===== src/rtl/pipe_ctrl_if.sv =====
`default_nettype none
// ============================================================================
// Module   : pipe_ctrl_if
// Purpose  : Bundle of signals between the MyProc2 datapath and the pipeline
//            sequencer (pipe_ctrl).
//            Datapath -> sequencer: ID_IR, EXE_IR, MEM_IR, IsBranchTaken, MemBusy
//            Sequencer -> datapath: StallIF, StallID, IsStall, BubbleEXE,
//                                   FlushIF, FlushID, Halted, StallCount
//            master modport = datapath side, slave modport = pipe_ctrl side.
// Revision : 1.0 - initial release
// ============================================================================
interface pipe_ctrl_if #(
  parameter int WIDTH = 32,
  parameter int CNT_W = 32
);
  logic [WIDTH-1:0] ID_IR;
  logic [WIDTH-1:0] EXE_IR;
  logic [WIDTH-1:0] MEM_IR;
  logic             IsBranchTaken;
  logic             MemBusy;
  logic             StallIF;
  logic             StallID;
  logic             IsStall;
  logic             BubbleEXE;
  logic             FlushIF;
  logic             FlushID;
  logic             Halted;
  logic [CNT_W-1:0] StallCount;

  modport master (
    output ID_IR, EXE_IR, MEM_IR, IsBranchTaken, MemBusy,
    input  StallIF, StallID, IsStall, BubbleEXE, FlushIF, FlushID, Halted,
           StallCount
  );

  modport slave (
    input  ID_IR, EXE_IR, MEM_IR, IsBranchTaken, MemBusy,
    output StallIF, StallID, IsStall, BubbleEXE, FlushIF, FlushID, Halted,
           StallCount
  );
endinterface
`default_nettype wire


===== src/rtl/pipe_ctrl.sv =====
`default_nettype none
// ============================================================================
// Module   : pipe_ctrl
// Purpose  : Pipeline sequencer for the MyProc2 five-stage core. Detects RAW
//            hazards between ID and EXE/MEM writers (no forwarding), freezes
//            the pipe while data memory is busy, runs the post-branch flush
//            sequence and latches the halted state.
// Ports    : clk  - clock, rising edge
//            rst  - synchronous active-high reset
//            bus  - pipe_ctrl_if.slave: instruction registers, branch/busy
//                   inputs, stall/flush/bubble controls, Halted, StallCount
// Params   : FLUSH_CYCLES - flush length after a taken branch (1..7)
//            CNT_W        - stall counter width (must match bus CNT_W)
// Revision : 1.0 - initial release
// ============================================================================
module pipe_ctrl #(
  parameter int FLUSH_CYCLES = 2,
  parameter int CNT_W        = 32
) (
  input  logic        clk,
  input  logic        rst,
  pipe_ctrl_if.slave  bus
);

  // Opcode map (IR[31:26])
  localparam logic [5:0] OP_NOP  = 6'd0;
  localparam logic [5:0] OP_ADD  = 6'd1;
  localparam logic [5:0] OP_SUB  = 6'd2;
  localparam logic [5:0] OP_AND  = 6'd3;
  localparam logic [5:0] OP_OR   = 6'd4;
  localparam logic [5:0] OP_XOR  = 6'd5;
  localparam logic [5:0] OP_SLL  = 6'd6;
  localparam logic [5:0] OP_SRL  = 6'd7;
  localparam logic [5:0] OP_SRA  = 6'd8;
  localparam logic [5:0] OP_SLLV = 6'd9;
  localparam logic [5:0] OP_SRLV = 6'd10;
  localparam logic [5:0] OP_JALR = 6'd11;
  localparam logic [5:0] OP_ADDI = 6'd12;
  localparam logic [5:0] OP_ANDI = 6'd13;
  localparam logic [5:0] OP_ORI  = 6'd14;
  localparam logic [5:0] OP_LUI  = 6'd15;
  localparam logic [5:0] OP_LW   = 6'd16;
  localparam logic [5:0] OP_LH   = 6'd17;
  localparam logic [5:0] OP_LD   = 6'd18;
  localparam logic [5:0] OP_SW   = 6'd19;
  localparam logic [5:0] OP_SH   = 6'd20;
  localparam logic [5:0] OP_SD   = 6'd21;
  localparam logic [5:0] OP_J    = 6'd24;
  localparam logic [5:0] OP_JAL  = 6'd25;
  localparam logic [5:0] OP_HALT = 6'd63;

  localparam logic [2:0] C_FLUSH    = 3'(FLUSH_CYCLES);
  localparam logic [2:0] C_FLUSH_M1 = 3'(FLUSH_CYCLES - 1);

  typedef enum logic [1:0] {
    S_RUN     = 2'd0,
    S_FLUSH   = 2'd1,
    S_MEMWAIT = 2'd2,
    S_HALTED  = 2'd3
  } state_t;

  // Destination register; 0 doubles as "no destination" since r0 never
  // creates a hazard.
  function automatic logic [4:0] dest_reg(input logic [31:0] ir);
    logic [4:0] d;
    d = 5'd0;
    case (ir[31:26])
      OP_ADD, OP_SUB, OP_AND, OP_OR, OP_XOR, OP_SLL, OP_SRL, OP_SRA,
      OP_SLLV, OP_SRLV, OP_JALR:                    d = ir[15:11];
      OP_ADDI, OP_ANDI, OP_ORI, OP_LUI,
      OP_LW, OP_LH, OP_LD:                          d = ir[20:16];
      OP_JAL:                                       d = 5'd31;
      default:                                      d = 5'd0;
    endcase
    return d;
  endfunction

  function automatic logic uses_rs(input logic [5:0] op);
    return !(op inside {OP_LUI, OP_J, OP_JAL, OP_NOP, OP_HALT});
  endfunction

  function automatic logic uses_rt(input logic [5:0] op);
    return op inside {OP_ADD, OP_SUB, OP_AND, OP_OR, OP_XOR, OP_SLL, OP_SRL,
                      OP_SRA, OP_SLLV, OP_SRLV, OP_SW, OP_SH, OP_SD};
  endfunction

  function automatic logic src_hit(input logic [4:0] src, input logic [4:0] dst);
    return (dst != 5'd0) && (src == dst);
  endfunction

  // Registered state
  state_t           r_state;
  state_t           r_saved;     // state to resume after MEMWAIT
  logic [2:0]       r_cnt;       // flush cycles left, including the current one
  logic [CNT_W-1:0] r_stall_cnt;
  logic             r_halted;

  // Combinational
  state_t     w_eff;
  state_t     w_next;
  state_t     w_saved_nx;
  logic [2:0] w_cnt_nx;
  logic       w_stall_if, w_stall_id, w_is_stall, w_bubble, w_flush;
  logic       w_hazard, w_halt_exe;
  logic [5:0] w_id_op;
  logic [4:0] w_id_rs, w_id_rt, w_exe_dst, w_mem_dst;
  logic       w_unused_bits;

  assign w_id_op    = bus.ID_IR[31:26];
  assign w_id_rs    = bus.ID_IR[25:21];
  assign w_id_rt    = bus.ID_IR[20:16];
  assign w_exe_dst  = dest_reg(bus.EXE_IR[31:0]);
  assign w_mem_dst  = dest_reg(bus.MEM_IR[31:0]);
  assign w_halt_exe = (bus.EXE_IR[31:26] == OP_HALT);

  assign w_hazard =
      (uses_rs(w_id_op) && (src_hit(w_id_rs, w_exe_dst) || src_hit(w_id_rs, w_mem_dst))) ||
      (uses_rt(w_id_op) && (src_hit(w_id_rt, w_exe_dst) || src_hit(w_id_rt, w_mem_dst)));

  assign w_unused_bits = ^{bus.ID_IR[10:0], bus.EXE_IR[25:21], bus.EXE_IR[10:0],
                           bus.MEM_IR[25:21], bus.MEM_IR[10:0]};

  // Once MemBusy has dropped, MEMWAIT behaves exactly like the state it saved,
  // so the resumed sequence starts in the very cycle memory becomes ready.
  assign w_eff = (r_state == S_MEMWAIT) ? r_saved : r_state;

  always_comb begin
    w_next     = r_state;
    w_saved_nx = r_saved;
    w_cnt_nx   = r_cnt;
    w_stall_if = 1'b0;
    w_stall_id = 1'b0;
    w_is_stall = 1'b0;
    w_bubble   = 1'b0;
    w_flush    = 1'b0;

    if (rst) begin
      w_flush = 1'b1;
    end else if (r_state == S_HALTED) begin
      w_stall_if = 1'b1;
      w_stall_id = 1'b1;
      w_is_stall = 1'b1;
    end else if (bus.MemBusy) begin
      w_stall_if = 1'b1;
      w_stall_id = 1'b1;
      w_is_stall = 1'b1;
      w_next     = S_MEMWAIT;
      if (bus.IsBranchTaken) begin
        // The branch cycle produced no flush, so the full sequence is pending.
        w_saved_nx = S_FLUSH;
        w_cnt_nx   = C_FLUSH;
      end else begin
        w_saved_nx = w_eff;
      end
    end else if (w_halt_exe) begin
      // A concurrent branch is ignored; an ongoing flush still covers this cycle.
      w_next   = S_HALTED;
      w_cnt_nx = 3'd0;
      if (w_eff == S_FLUSH) begin
        w_flush = 1'b1;
      end else if (w_hazard) begin
        w_stall_if = 1'b1;
        w_stall_id = 1'b1;
        w_bubble   = 1'b1;
      end
    end else if (bus.IsBranchTaken) begin
      // This cycle is the first flush cycle.
      w_flush = 1'b1;
      if (C_FLUSH_M1 == 3'd0) begin
        w_next   = S_RUN;
        w_cnt_nx = 3'd0;
      end else begin
        w_next   = S_FLUSH;
        w_cnt_nx = C_FLUSH_M1;
      end
    end else if (w_eff == S_FLUSH) begin
      // Hazard check suppressed: ID holds wrong-path garbage.
      w_flush = 1'b1;
      if (r_cnt <= 3'd1) begin
        w_next   = S_RUN;
        w_cnt_nx = 3'd0;
      end else begin
        w_next   = S_FLUSH;
        w_cnt_nx = r_cnt - 3'd1;
      end
    end else begin
      w_next = S_RUN;
      if (w_hazard) begin
        w_stall_if = 1'b1;
        w_stall_id = 1'b1;
        w_bubble   = 1'b1;
      end
    end
  end

  always_ff @(posedge clk) begin
    if (rst) begin
      r_state     <= S_RUN;
      r_saved     <= S_RUN;
      r_cnt       <= 3'd0;
      r_stall_cnt <= '0;
      r_halted    <= 1'b0;
    end else begin
      r_state  <= w_next;
      r_saved  <= w_saved_nx;
      r_cnt    <= w_cnt_nx;
      r_halted <= (w_next == S_HALTED);
      if (w_stall_if && (r_stall_cnt != '1)) begin
        r_stall_cnt <= r_stall_cnt + 1'b1;
      end
    end
  end

  assign bus.StallIF    = w_stall_if;
  assign bus.StallID    = w_stall_id;
  assign bus.IsStall    = w_is_stall;
  assign bus.BubbleEXE  = w_bubble;
  assign bus.FlushIF    = w_flush;
  assign bus.FlushID    = w_flush;
  assign bus.Halted     = r_halted & ~rst;
  assign bus.StallCount = r_stall_cnt;

endmodule
`default_nettype wire


===== src/flat_wrapper.sv =====
// flat-port wrapper written by rule: the top's interface ports become plain ports
module pipe_ctrl_flat 
#(
  parameter int FLUSH_CYCLES = 2,
  parameter int CNT_W        = 32
)
  (clk, rst, bus_ID_IR, bus_EXE_IR, bus_MEM_IR, bus_IsBranchTaken, bus_MemBusy, bus_StallIF, bus_StallID, bus_IsStall, bus_BubbleEXE, bus_FlushIF, bus_FlushID, bus_Halted, bus_StallCount);
  pipe_ctrl_if #(.WIDTH(32), .CNT_W(CNT_W)) bus_i ();
  input  logic clk;
  input  logic rst;
  input wire logic [$bits(bus_i.ID_IR)-1:0] bus_ID_IR;
  input wire logic [$bits(bus_i.EXE_IR)-1:0] bus_EXE_IR;
  input wire logic [$bits(bus_i.MEM_IR)-1:0] bus_MEM_IR;
  input wire logic [$bits(bus_i.IsBranchTaken)-1:0] bus_IsBranchTaken;
  input wire logic [$bits(bus_i.MemBusy)-1:0] bus_MemBusy;
  output wire logic [$bits(bus_i.StallIF)-1:0] bus_StallIF;
  output wire logic [$bits(bus_i.StallID)-1:0] bus_StallID;
  output wire logic [$bits(bus_i.IsStall)-1:0] bus_IsStall;
  output wire logic [$bits(bus_i.BubbleEXE)-1:0] bus_BubbleEXE;
  output wire logic [$bits(bus_i.FlushIF)-1:0] bus_FlushIF;
  output wire logic [$bits(bus_i.FlushID)-1:0] bus_FlushID;
  output wire logic [$bits(bus_i.Halted)-1:0] bus_Halted;
  output wire logic [$bits(bus_i.StallCount)-1:0] bus_StallCount;
  assign bus_i.ID_IR = bus_ID_IR;
  assign bus_i.EXE_IR = bus_EXE_IR;
  assign bus_i.MEM_IR = bus_MEM_IR;
  assign bus_i.IsBranchTaken = bus_IsBranchTaken;
  assign bus_i.MemBusy = bus_MemBusy;
  assign bus_StallIF = bus_i.StallIF;
  assign bus_StallID = bus_i.StallID;
  assign bus_IsStall = bus_i.IsStall;
  assign bus_BubbleEXE = bus_i.BubbleEXE;
  assign bus_FlushIF = bus_i.FlushIF;
  assign bus_FlushID = bus_i.FlushID;
  assign bus_Halted = bus_i.Halted;
  assign bus_StallCount = bus_i.StallCount;
  pipe_ctrl #(.FLUSH_CYCLES(FLUSH_CYCLES), .CNT_W(CNT_W)) u_core (.clk(clk), .rst(rst), .bus(bus_i));
endmodule

===== config.mk =====
export PLATFORM = sky130hd
export DESIGN_NAME = pipe_ctrl_flat
export DESIGN_NICKNAME = d
export VERILOG_FILES = /design/src/rtl/pipe_ctrl_if.sv /design/src/rtl/pipe_ctrl.sv /design/src/flat_wrapper.sv
export SDC_FILE = /design/constraint.sdc
export NUM_CORES = 1
export LEC_CHECK = 0
export ABC_AREA = 1
export BUFFER_PORTS_ARGS = -buffer_cell sky130_fd_sc_hd__buf_2
export CAP_MARGIN = 30
export CORE_ASPECT_RATIO = 1.2
export CORE_MARGIN = 2
export CORE_UTILIZATION = 49
export DETAILED_ROUTE_END_ITERATION = 8
export HOLD_SLACK_MARGIN = 0.15
export PLACE_DENSITY = 0.89
export SKIP_CTS_REPAIR_TIMING = 1
export SYNTH_ARGS = -nofsm -noshare
export SYNTH_HDL_FRONTEND = slang
export SYNTH_SLANG_ARGS = --single-unit
export TNS_END_PERCENT = 20

===== constraint.sdc =====
create_clock -name clk -period 2.65 [get_ports clk]
set_input_delay 0.3975 -clock clk [delete_from_list [all_inputs] [get_ports clk]]
set_output_delay 0.3975 -clock clk [all_outputs]
set_load 0.01 [all_outputs]

* Yosys cells after proc, flatten, opt, wreduce, memory -nomap -nowiden
Index checks and enable logic that the tools add are counted.
** Storage, ports and cells
- Memory bits (read-only) :: 0
- Bits of input ports :: 100
- Latch bits :: 0
- Memories :: 0
- Register bits after elaboration :: 40
- Bits in writable memories :: 0
** Operators by class
- Multiplexer cells :: 36
- Equality and inequality tests :: 66
- $lt $le $gt $ge :: 1
- Reductions and logical operators :: 23
- $add $sub $neg :: 2
- Bitwise gates (word level) :: 3
- $mul :: 0
- Div/mod/pow operators :: 0
- Shift operators :: 0
** Operators with widths (count)
- == test 6 x 4 -> 1 bit (second input constant) :: 20
- == test 6 x 5 -> 1 bit (second input constant) :: 13
- == test 6 x 3 -> 1 bit (second input constant) :: 12
- == test 6 x 2 -> 1 bit (second input constant) :: 6
- adder 32 x 1 -> 32 bit (second input constant) :: 1
- != test 32 bit (second input constant) :: 1
- one-hot mux 5 bit (3 select lines) :: 2
- OR reduction 11 bit :: 2
- two-way mux 1 bit :: 21
- == test 5 bit :: 4
- == test 6 x 1 -> 1 bit (second input constant) :: 3
- two-way mux 3 bit :: 6
- nonzero test 5 bit :: 3
- two-way mux 2 bit :: 7
- OR reduction 7 bit :: 2
- nonzero test 13 bit :: 1
- == test 6 bit (second input constant) :: 2
- logical AND 1 bit :: 7
- == test 2 bit (second input constant) :: 3
- zero test 6 bit :: 1
- less-or-equal comparator 3 x 1 -> 1 bit (second input constant) :: 1
- logical OR 1 bit :: 3
- AND reduction 3 bit :: 1
- nonzero test 3 bit :: 1
- 7 further kinds :: 8

* Depth between registers and ports, before layout
- Depth after elaboration :: 16
- Depth in mapped cells :: 21
- Gate-level depth less buffers :: 20

* Worst setup path before layout
OpenSTA, ideal clock, no wires.
- Path type :: in2out
- Start :: in bus_EXE_IR[30]
- End :: out bus_StallIF
- Stages :: 17
- Arrival time :: 1.816 ns
- Buffers on the path :: 3
- Required time :: 2.253 ns
- Path slack :: 0.437 ns
- Cells stage by stage :: inv_1 -> nor2_1 -> nand3_1 -> buf_2 -> nand3_1 -> nor2_1 -> nand2_1 -> nor2_1 -> nor2_1 -> nand2_1 -> nand2_1 -> nand2_1 -> nand2_1 -> nand2_2 -> nand2_4 -> buf_4 -> buf_4
** On the way
- Cells in the longest elaborated chain, start to end :: 15
** Ends and longest elaborated chain
- start: declaration :: line flat_wrapper.sv:12 : input wire logic [$bits(bus_i.EXE_IR)-1:0] bus_EXE_IR;
- == test 6 x 1 -> 1 bit (tied with other cells) :: line pipe_ctrl.sv:67 : case (ir[31:26])
- OR reduction 11 bit / OR reduction 7 bit (equally long branches) :: line pipe_ctrl.sv:67
- one-hot mux 5 bit (3 select lines) :: line pipe_ctrl.sv:67
- == test 5 bit / nonzero test 5 bit (equally long branches) :: line pipe_ctrl.sv:88 : return (dst != 5'd0) && (src == dst);
- logical AND 1 bit :: line pipe_ctrl.sv:88
- logical OR 1 bit, on equally long branches :: line pipe_ctrl.sv:117, pipe_ctrl.sv:118
- logical AND 1 bit, on equally long branches :: line pipe_ctrl.sv:117, pipe_ctrl.sv:118
- logical OR 1 bit :: line pipe_ctrl.sv:117 : (uses_rs(w_id_op) && (src_hit(w_id_rs, w_exe_dst) || src_hit(w_id_rs, w_mem_dst))) ||
- two-way mux 1 bit (3 in series)
- two-way mux 1 bit * (4 in series)
- end: declaration :: line flat_wrapper.sv:16 : output wire logic [$bits(bus_i.StallIF)-1:0] bus_StallIF;
Every way passes the cells marked *; elsewhere a longest branch is shown, timed or not.

* Final worst setup path
- Start :: in bus_EXE_IR[28]
- End :: out bus_BubbleEXE
** On the way
- Cells in the longest elaborated chain, start to end :: 15
** Ends and longest elaborated chain
- == test 6 x 1 -> 1 bit (tied with other cells) :: line pipe_ctrl.sv:67
- OR reduction 11 bit / OR reduction 7 bit (equally long branches) :: line pipe_ctrl.sv:67
- one-hot mux 5 bit (3 select lines) :: line pipe_ctrl.sv:67
- == test 5 bit / nonzero test 5 bit (equally long branches) :: line pipe_ctrl.sv:88
- logical AND 1 bit :: line pipe_ctrl.sv:88
- logical OR 1 bit, on equally long branches :: line pipe_ctrl.sv:117, pipe_ctrl.sv:118
- logical AND 1 bit, on equally long branches :: line pipe_ctrl.sv:117, pipe_ctrl.sv:118
- logical OR 1 bit :: line pipe_ctrl.sv:117
- two-way mux 1 bit :: line pipe_ctrl.sv:161, pipe_ctrl.sv:188
- two-way mux 1 bit :: line pipe_ctrl.sv:159, pipe_ctrl.sv:176
- two-way mux 1 bit :: line pipe_ctrl.sv:166 : end else if (bus.IsBranchTaken) begin
- two-way mux 1 bit * :: line pipe_ctrl.sv:155 : end else if (w_halt_exe) begin
- two-way mux 1 bit * :: line pipe_ctrl.sv:143 : end else if (bus.MemBusy) begin
- two-way mux 1 bit * :: line pipe_ctrl.sv:139 : end else if (r_state == S_HALTED) begin
- two-way mux 1 bit * :: line pipe_ctrl.sv:137 : if (rst) begin
- end: declaration :: line flat_wrapper.sv:19 : output wire logic [$bits(bus_i.BubbleEXE)-1:0] bus_BubbleEXE;
Marked as above.

==> flow_summary.yaml <==
min_path:
  hold_end: "u_core.r_state[1]$_SDFF_PP0_"
  holdPathStages: 2
  hp-class: "input port to flop"
  hold_start: "rst"
floorplan:
  die_h_um: 93.7
  die_w_um: 78.7
  start_util_pct: 50.9
  die_area_um2: 7370
  rows: 32
  coreArea_um2: 6450
  io-pin-count: 139
logic_synthesis:
  yosys_register_bits: 40
  yosys_most_used_dff: "dfxtp_1"
  netlist_area_um2: 3280
  synth_edf_count: 0
  synth_nets: 665
  synthCells: 562
  async_flop_share_pct: 0
  synth.distinct_cells: 29
  synth-seq-area-share_pct: 24.4
  syn_area_per_cell_um2: 5.84
  yosysWarnings: 0
route:
  dr.first_iter.drc_count: 256
  ant_nets: 0
  viasPerCell: 5.30
  vias: 3910
  first_pass_iters: 7
  finalWirelength_mm: 9.07
  drc: 0
  wl_per_cell_um: 12.3
sta:
  min_period_ns: 2.47
  max_slew_margin_pct: 65.3
  fin_ws_ns: 0.183
  worst_pin_slew_ns: 0.517
  max_freq_mhz: 405
  setup_viol: 0
  timing.final.crit_share_pct: 93.1
  hold_viol_final: 0
  rsz0062_at_grt: "true"
  tns_ns: 0
  finalMaxSlewViolations: 0
  clock-skew-final_ns: 0.0103
worst_setup_path:
  cp.arrival_ns: 2.07
  r2r-start: "u_core.bus.StallCount[0]$_SDFFE_PP0P_"
  cp-start-kind: "input port"
  startpoint: "bus_EXE_IR[28]"
  end_kind: "primary output"
  critPathKind: "input port to primary output"
  r2r_end: "u_core.bus.StallCount[25]$_SDFFE_PP0P_"
  worst_ep_required_time_ns: 2.25
  r2r_slack_ns: 0.36
  reg2reg_depth: 9
  cp_max_fo: 5
pwr:
  ir_drop_uv: 236
  leakage_nw: 1.96
  p_per_area_nw_per_um2: 332
finish:
  nNetsFinal: 755
  final_common_cell: "nand2_1"
  final-seq-area_um2: 801
  num_antenna_cells: 0
  stdcell_area_um2: 3960
  drive_above_1_share_pct: 20.4
  mostFrequentLayoutCells: "nand2_1 (159), buf_2 (90), inv_1 (67)"
  multi_input_area_um2: 2170
  fill_cells: 620
  syn_to_final_growth_pct: 20.5
grt:
  grt_pass1_vias: 3599
  grt_max_degree: 31
  overflow: 0
  gr-usage-all-layers_pct: 24.7
  grt_pass1_wl_mm: 15.2
  antenna_found_initial: 0
clock_tree:
  clock_latency_ns: 0.29
  clock-sinks: 40
  cts_buffers: 5
  h-tree-depth: 2
  clk_pin_slew_ns: 0.08
  cts_max_path_buffers: 2
  cts_tree: "done"
  cts_root_buffer: "clkbuf_8"
job:
  drv_cap: 0
placed_design:
  place_area_um2: 3810
  io_buffers: 90
  gp_congestion: 0.969
  post-place-ws_ns: 0.0995
  hpwl_mm: 7.20
outcome:
  status: "complete, no violations"
critical path, cell delays in order:
cell and delay, ns:
buf_2 0.12, nor2_1 0.14, nand2_1 0.14, nand4_1 0.16, nand3_1 0.14, nand2_1 0.08, nand2_1 0.05, inv_1 0.06
nand2_1 0.06, nor2_1 0.10, nand2_1 0.06, nand2_1 0.06, nand2_1 0.05, nand2_2 0.10, nand2_2 0.08, nor3_1 0.13
buf_2 0.15
kinds of logic after synthesis:
kind of cell	Yosys count	synth area share, %
AO/OA/AOI/OAI	53	8.77
XOR/XNOR	32	8.54
adder cells (fa/ha/maj)	3	1.14
buffers and inverters	87	11.3
flip-flops	40	24.4
AND/OR/NAND/NOR	347	45.9
where the power goes:
part	leakage (nW)	internal, W	switching, W	total [W]
Sequential	0.324	0.000612	0.00000907	0.000621
Clock	0.0479	0.000184	0.000223	0.000407
Combinational	1.58	0.000110	0.000175	0.000285
Total	1.96	0.000905	0.000408	0.00131
state kept, by name, indices dropped and copies added (netlist names):
signal / flops
u_core.r_state: 2
u_core.bus.StallCount: 32
u_core.r_saved: 2
u_core.r_cnt: 3
u_core.r_halted: 1
per-layer routing:
layer / up-vias / track usage, % / part of all wire (%)
li1: 2007 / - / -
met4: 0 / 4.97 / 1.0
met1: 1749 / 30.2 / 43
met5: - / 0 / 0
met3: 8 / 3.65 / 6.2
met2: 146 / 45.7 / 50
worst max path at each step:
stage	slack [ns]	endpoint
2_1_floorplan	0.44	bus_StallIF
3_3_place_gp	0.15	bus_BubbleEXE
3_5_place_dp	0.1	bus_BubbleEXE
4_1_cts	0.09	bus_BubbleEXE
5_1_grt	-0.008	bus_StallIF
6_report	0.18	bus_BubbleEXE
per-stage QoR:
stage                     instances  hold slack, ns  power, W  utilization [%]
after detailed placement        730           0.441  0.000907             59.1
after global placement          730           0.428  0.000894             59.1
after CTS                       738           0.404   0.00131             60.5
after floorplan                 562           0.418  0.000818                -
final                           738           0.408   0.00131             61.4
after global routing            738           0.409   0.00138             61.4
area by class of cell:
class,instances,area share [%]
clock inverters,3,0.474
well taps,85,2.69
flip-flops and latches,40,20.2
repair buffers,101,13.5
clock buffers,5,1.74
multi-input cells,435,54.8
inverters,69,6.55
Yosys cell counts, types with 5 or more instances:
cell / instances / area share [%]
nand2_1: 165 / 19
inv_1: 69 / 7.9
nor2_1: 66 / 7.5
nand3_1: 55 / 8.4
dfxtp_1: 40 / 24
a21oi_1: 36 / 5.5
nand4_1: 28 / 5.3
xor2_1: 25 / 6.7
nor3_1: 18 / 2.7
clkbuf_1: 7 / 0.80
o21ai_0: 7 / 1.1
xnor2_1: 7 / 1.9
nor4_1: 6 / 1.1
buf_4: 5 / 1.1
No activity file was read; power rests on OpenSTA's default activity.
